==> src/rtl/iob_master_seq.sv <==
// iob_master_seq: sequences CONO/DATAO/CONI/DATAI requests and bus resets onto the PDP-6 I/O bus master signals.
module iob_master_seq #(
  parameter int CLR_CYCLES = 2,
  parameter int SET_DELAY  = 1,
  parameter int SET_CYCLES = 2,
  parameter int RD_CYCLES  = 3,
  parameter int RST_CYCLES = 4
) (
  input  logic        clk,
  input  logic        reset,
  input  logic        cmd_valid,
  output logic        cmd_ready,
  input  logic [1:0]  cmd_op,
  input  logic [6:0]  cmd_dev,
  input  logic [35:0] cmd_data,
  input  logic        bus_reset_req,
  output logic        rsp_valid,
  output logic [35:0] rsp_data,
  output logic        iob_poweron,
  output logic        iob_reset,
  output logic [6:0]  ios,
  output logic [35:0] iob_write,
  output logic        cono_clear,
  output logic        cono_set,
  output logic        datao_clear,
  output logic        datao_set,
  output logic        iob_fm_status,
  output logic        iob_fm_datai,
  input  logic [35:0] iob_read
);
  localparam logic [2:0] IDLE = 3'd0, CLR = 3'd1, GAP = 3'd2, SET = 3'd3, RD = 3'd4, RSP = 3'd5, BRST = 3'd6;
  logic [2:0] state, state_n;
  logic [3:0] cnt, cnt_n;
  logic [1:0] op_q, op_n;
  logic accept, done;
  assign cmd_ready = reset & (state == IDLE) & ~bus_reset_req;
  assign accept = cmd_valid & cmd_ready;
  assign done = cnt == 4'd0;
  assign op_n = accept ? cmd_op : op_q;
  always_comb begin
    state_n = state;
    cnt_n = done ? cnt : cnt - 4'd1;
    case (state)
      IDLE: begin
        if (bus_reset_req) begin
          state_n = BRST;
          cnt_n = 4'(RST_CYCLES - 1);
        end else if (cmd_valid) begin
          state_n = cmd_op[1] ? RD : CLR;
          cnt_n = cmd_op[1] ? 4'(RD_CYCLES - 1) : 4'(CLR_CYCLES - 1);
        end
      end
      CLR: if (done) begin
        state_n = (SET_DELAY > 0) ? GAP : SET;
        cnt_n = (SET_DELAY > 0) ? 4'(SET_DELAY - 1) : 4'(SET_CYCLES - 1);
      end
      GAP: if (done) begin
        state_n = SET;
        cnt_n = 4'(SET_CYCLES - 1);
      end
      SET, RD: state_n = done ? RSP : state;
      RSP: state_n = IDLE;
      BRST: state_n = done ? IDLE : state;
      default: state_n = IDLE;
    endcase
  end
  // Bus outputs are decoded from the next state so each pulse starts on the edge that enters its state.
  always_ff @(posedge clk or negedge reset) begin
    if (!reset) begin
      state <= IDLE;
      cnt <= '0;
      op_q <= '0;
      rsp_valid <= 1'b0;
      rsp_data <= '0;
      iob_poweron <= 1'b0;
      iob_reset <= 1'b0;
      ios <= '0;
      iob_write <= '0;
      cono_clear <= 1'b0;
      cono_set <= 1'b0;
      datao_clear <= 1'b0;
      datao_set <= 1'b0;
      iob_fm_status <= 1'b0;
      iob_fm_datai <= 1'b0;
    end else begin
      state <= state_n;
      cnt <= cnt_n;
      op_q <= op_n;
      iob_poweron <= 1'b1;
      rsp_valid <= state_n == RSP;
      iob_reset <= state_n == BRST;
      ios <= accept ? cmd_dev : (state_n == IDLE ? '0 : ios);
      iob_write <= accept ? (cmd_op[1] ? '0 : cmd_data) : (state_n == IDLE ? '0 : iob_write);
      cono_clear <= (state_n == CLR) & (op_n == 2'd0);
      datao_clear <= (state_n == CLR) & (op_n == 2'd1);
      cono_set <= (state_n == SET) & (op_n == 2'd0);
      datao_set <= (state_n == SET) & (op_n == 2'd1);
      iob_fm_status <= (state_n == RD) & (op_n == 2'd2);
      iob_fm_datai <= (state_n == RD) & (op_n == 2'd3);
      if (state == RD && done) rsp_data <= iob_read;
      else if (state == SET && done) rsp_data <= '0;
    end
  end
endmodule
==> config.mk <==
export PLATFORM = sky130hd
export DESIGN_NAME = iob_master_seq
export DESIGN_NICKNAME = d
export VERILOG_FILES = /design/src/rtl/iob_master_seq.sv
export SDC_FILE = /design/constraint.sdc
export NUM_CORES = 1
export LEC_CHECK = 0
export ABC_AREA = 0
export BUFFER_PORTS_ARGS = -buffer_cell sky130_fd_sc_hd__buf_2
export CAP_MARGIN = 20
export CORE_AREA = 2 2 109 111
export DETAILED_ROUTE_END_ITERATION = 7
export DIE_AREA = 0 0 111 113
export PLACE_DENSITY = 0.67
export SYNTH_ARGS = -nofsm -noshare
export SYNTH_HDL_FRONTEND = slang
export SYNTH_SLANG_ARGS = --single-unit
==> constraint.sdc <==
create_clock -name clk -period 4.1 [get_ports clk]
set_input_delay 0.41 -clock clk [delete_from_list [all_inputs] [get_ports clk]]
set_output_delay 0.41 -clock clk [all_outputs]
set_load 0.02 [all_outputs]
After elaboration in Yosys (flattened, before gate mapping)
Cells that the tools add are included.
{"block": "totals", "mem_bits_rw": 0, "register_bits": 97, "input_bits": 85, "output_inout_bits": 89, "elab_cells": 71, "latchBits": 0, "romBits": 0, "n_memories": 0}
{"block": "op_classes", "n_mux": 23, "magnitude_cmp": 0, "addsub": 1, "n_bitwise": 10, "n_shift": 0, "n_div": 0, "n_reduce_logical": 9, "n_eq_ne": 13, "mul": 0}
{"op": "$mux 36", "n": 5}
{"op": "$mux 3", "n": 7}
{"op": "$mux 4", "n": 5}
{"op": "$eq 3x3->1 const B", "n": 5}
{"op": "$pmux 3 s5", "n": 1}
{"op": "$mux 7", "n": 2}
{"op": "$pmux 4 s3", "n": 1}
{"op": "$and 1x1->1", "n": 9}
{"op": "$eq 3x2->1 const B", "n": 3}
{"op": "$eq 3x1->1 const B", "n": 2}
{"op": "$logic_not 3->1", "n": 2}
{"op": "$eq 2x2->1 const B", "n": 2}
{"op": "$logic_not 4->1", "n": 1}
{"op": "$mux 2", "n": 2}
{"op": "$reduce_bool 2->1", "n": 2}
{"op": "$sub 4x1->4 const B", "n": 1}
{"op": "$eq 2x1->1 const B", "n": 1}
{"op": "$logic_and 1x1->1", "n": 2}
{"op": "$logic_not 2->1", "n": 1}
{"op": "$reduce_or 2->1", "n": 1}
{"op": "$not 1->1", "n": 1}

Logic depth before layout (Yosys ltp)
{"block": "depth", "word_depth": 7, "mapped_depth": 9, "depth_no_buf": 9}

Worst setup path after synthesis
Ideal clock, no wire load.
{"block": "synth_path", "kind": "flip-flop to flip-flop", "start": "register cnt[0]", "end": "register iob_write[0]", "path_slack_ns": 2.195, "path_stages_with_launch": 9, "required_ns": 4.018, "arrival_time_ns": 1.823, "synth_period_minus_slack_ns": 1.905, "setup_ns": 0.082, "n_path_buf": 1, "path_cell_list": "dfrtp_1 -> inv_1 -> ha_1 -> nor3b_4 -> inv_4 -> a22oi_2 -> o211ai_2 -> buf_2 -> a22oi_2"}
{"block": "synth_via", "elab_chain_len": 5, "word_cells_on_any_way": 8, "cone_classes": "5 x mux; 3 x reduce/logical"}
{"element": "from (decl)", "line_no": "33", "source": "logic [3:0] cnt, cnt_n;"}
{"element": "from (signal assigned)", "line_no": "87", "source": "cnt <= cnt_n;"}
{"element": "$logic_not 4->1 *", "line_no": "38", "source": "assign done = cnt == 4'd0;"}
{"element": "$mux 3 (on tied branches)"}
{"element": "$pmux 3 s5 *", "line_no": "43", "source": "case (state)"}
{"element": "$logic_not 3->1 *", "line_no": "93", "source": "iob_write <= accept ? (cmd_op[1] ? '0 : cmd_data) : (state_n == IDLE ? '0 : iob_write);"}
{"element": "$reduce_bool 2->1 (no line) *"}
{"element": "to (signal assigned)", "line_no": "93"}
{"element": "to (decl)", "line_no": "22", "source": "output logic [35:0] iob_write,"}
Mark *: on every way between the ends. The rest lies on a longest branch, timed or not.
A chain may end at the register's enable or synchronous reset.

Worst setup path after layout
{"block": "layout_path", "start": "register cnt[0]", "end": "register iob_write[25]"}
The elaborated chain is that of the path after synthesis.

==> run_results.csv <==
group,metric,value,unit
synthesis,synth_area_leaders,"dfrtp_1 54%, a22oi_2 9.5%, a22o_1 7.0%",
placement,gp_congestion,0.894,
clocking,cts.sinks,97,
route,postRouteAntennaNets,0,
outcome,status,"finished clean",
route,avgRoutedWirePerCell,16.1,um
critical_path,start_kind,"flip-flop",
timing,holdWs,0.0207,ns
final_layout,layout_common_cells,"172 x buf_2, 97 x dfrtp_1, 40 x nand2_1",
placement,placedCellCount,667,
synthesis,syn-instance-count,374,
grt,grt_antenna_before_repair,0,
final_layout,regArea,2430,um2
clocking,cts_resized,0,
final_layout,n_antenna_cell,0,
timing,rsz0062_at_grt,"no",
power,powerDensity,683,nW/um2
die,fp-row-count,39,
grt,grt_overflow,0,
grt,grt_max_degree,70,
die,die-width,111,um
grt,grtUsageTotal,17.3,%
synthesis,yosys.area.top_type,"dfrtp_1",
power,p_leak,3.04,nW
die,dieArea,12500,um2
die,boundaryPins,174,
synthesis,synth_warnings,0,
final_layout,area_growth,27.3,%
critical_path,critPathRequiredTime,4.28,ns
placement,portBuffers,173,
clocking,cts_tree,"built",
timing,drv_slew,0,
final_layout,multi_input_area,1870,um2
die,die_h,113,um
timing,finalSetupViolCount,0,
clocking,numCtsBuffers,9,
timing,finalHoldViolations,0,
critical_path,timing.critical_path.to_type,"flip-flop",
final_layout,layout_commonest_cell,"buf_2",
route,drt-vias-per-instance,5.26,
final_layout,fillers,984,
critical_path,rr_worst_depth,7,
synthesis,avgSynthCellArea,12.0,um2
route,drtPass1Iterations,4,
placement,hpwl,7.34,mm
synthesis,synth_top_area_share,54.0,%
timing,worst_slack,1.67,ns
final_layout,fin_cells,682,
critical_path,r2r-start,"cnt[0]",
critical_path,crit_fanout,43,
critical_path,worstSetupPathType,"flip-flop to flip-flop",
synthesis,ys.flop_type,"dfrtp_1",
timing,tightest_slew,0.861,ns
timing,clock.fmax,0.411,GHz
critical_path,cp.arrival,2.61,ns
clocking,clk_path_buf_depth,2,
synthesis,synth_edf_count,0,
synthesis,yosysSeqAreaShare,54.0,%
timing,maxSlewHeadroom,42.6,%
clocking,root_buffer,"clkbuf_16",
synthesis,synth_cell_type_count,47,
timing,finClkSkew,0.00982,ns
die,core,11300,um2
placement,dpl_worst_slack,1.67,ns
critical_path,r2r_setup_slack,1.67,ns
final_layout,nets,623,
synthesis,synth-seq-cells,97,
grt,grt_pass1_vias,3410,
clocking,cts_hold_buffers,0,
route,drcViolationCount,0,
route,num_vias,3590,
run,maxCapViolations,0,
synthesis,syn_area,4490,um2
die,start_util,39.9,%
final_layout,fin_util,50.7,%
synthesis,synth_nets,462,
route,drtIter0Drc,240,
clocking,postCtsSetupRepairBufs,0,
clocking,clk_pin_slew_worst_paths,0.06,ns
synthesis,async_flop_share,100,%
final_layout,final_layout_size_suffix_gt1_share,44.9,%
power,irDropWorstVdd,0.357,mV
timing,period_minus_slack,2.43,ns
critical_path,rr_endpoint,"iob_write[25]",
clocking,insertion_delay,0.33,ns
route,totalWireLength,11.0,mm
grt,grt_first_pass_wirelength,17.6,mm
clocking,htree_levels,3,
timing,fin_tns_setup,0,ns
worst_hold_path,worstHoldPathType,"input pin to asynchronous set/reset pin",
timing,post-route-period-util,59.3,%
## state kept, by name, indices dropped and copies added (netlist names), 2 cells and up
name and count:
rsp_data 36, cnt 4, iob_write 36, state 3
op_q 2, ios 7
## cell type report
class	count	area share, %
sequential	97	42.4
multi-input combinational	238	32.7
timing repair buffer	179	16.1
clock buffer	9	3.94
tap	143	3.13
clock inverter	6	1.05
inverter	10	0.700
## where the power goes
part / total (W) / switching (W) / internal, W / leakage [nW]
registers: 0.00145 / 0.000201 / 0.00125 / 1.30
logic: 0.00165 / 0.00105 / 0.000604 / 1.60
clock network: 0.000806 / 0.000341 / 0.000466 / 0.137
## cell usage after synthesis, types with 2 or more instances
cell type  instances
nor2b_1            4
a22oi_2           34
nand3b_1          37
clkbuf_1          10
buf_8              3
mux2i_1           11
inv_1              9
nor3_1             5
nand2_1           40
nor4b_1            2
nor3_4             3
o21ai_0            7
nand3_1            2
dfrtp_1           97
ha_1               3
a21oi_1           14
a22oi_1            4
a22o_1            36
buf_2             14
nand2b_1           2
nor2_1             9
nor4_1             2
or3_1              2
## kinds of logic after synthesis
kind of cell / synth area share, %
AO/OA/AOI/OAI: 21.6
other: 0.0835
flip-flops: 54.0
adder cells (fa/ha/maj): 1.06
buffers and inverters: 4.71
multiplexers: 2.70
AND/OR/NAND/NOR: 15.8
## layer usage
metal | wire length (um) | up-vias | global-route usage, %
li1 | - | 1694 | -
met1 | 5030 | 1727 | 24.1
met2 | 4980 | 157 | 26.7
met3 | 832 | 12 | 4.12
met4 | 148 | 0 | 6.00
met5 | 0 | - | 0
## metrics by stage
stage               area (um2)  power [W]
floorplan                 4490    0.00266
global placement          5420    0.00310
detailed placement        5440    0.00312
CTS                       5720    0.00396
global route              5720    0.00416
finish                    5720    0.00391
## worst max-delay path, stage by stage (launching register included)
cell	delay [ns]
dfrtp_1	0.39
inv_1	0.09
ha_1	0.23
nor4b_1	0.52
a211oi_2	0.14
nor3_4	0.18
buf_4	0.53
a22oi_1	0.19
## worst max-delay path by stage
stage | from | end | slack [ns]
global placement | reset | iob_write[26] | 1.73
detailed placement | state[2] | iob_write[25] | 1.67
floorplan | cnt[0] | iob_write[0] | 2.20
global route | cnt[0] | iob_write[25] | 1.44
finish | cnt[0] | iob_write[25] | 1.67
CTS | state[2] | iob_write[25] | 1.67
(Power assumes the default switching activity.)
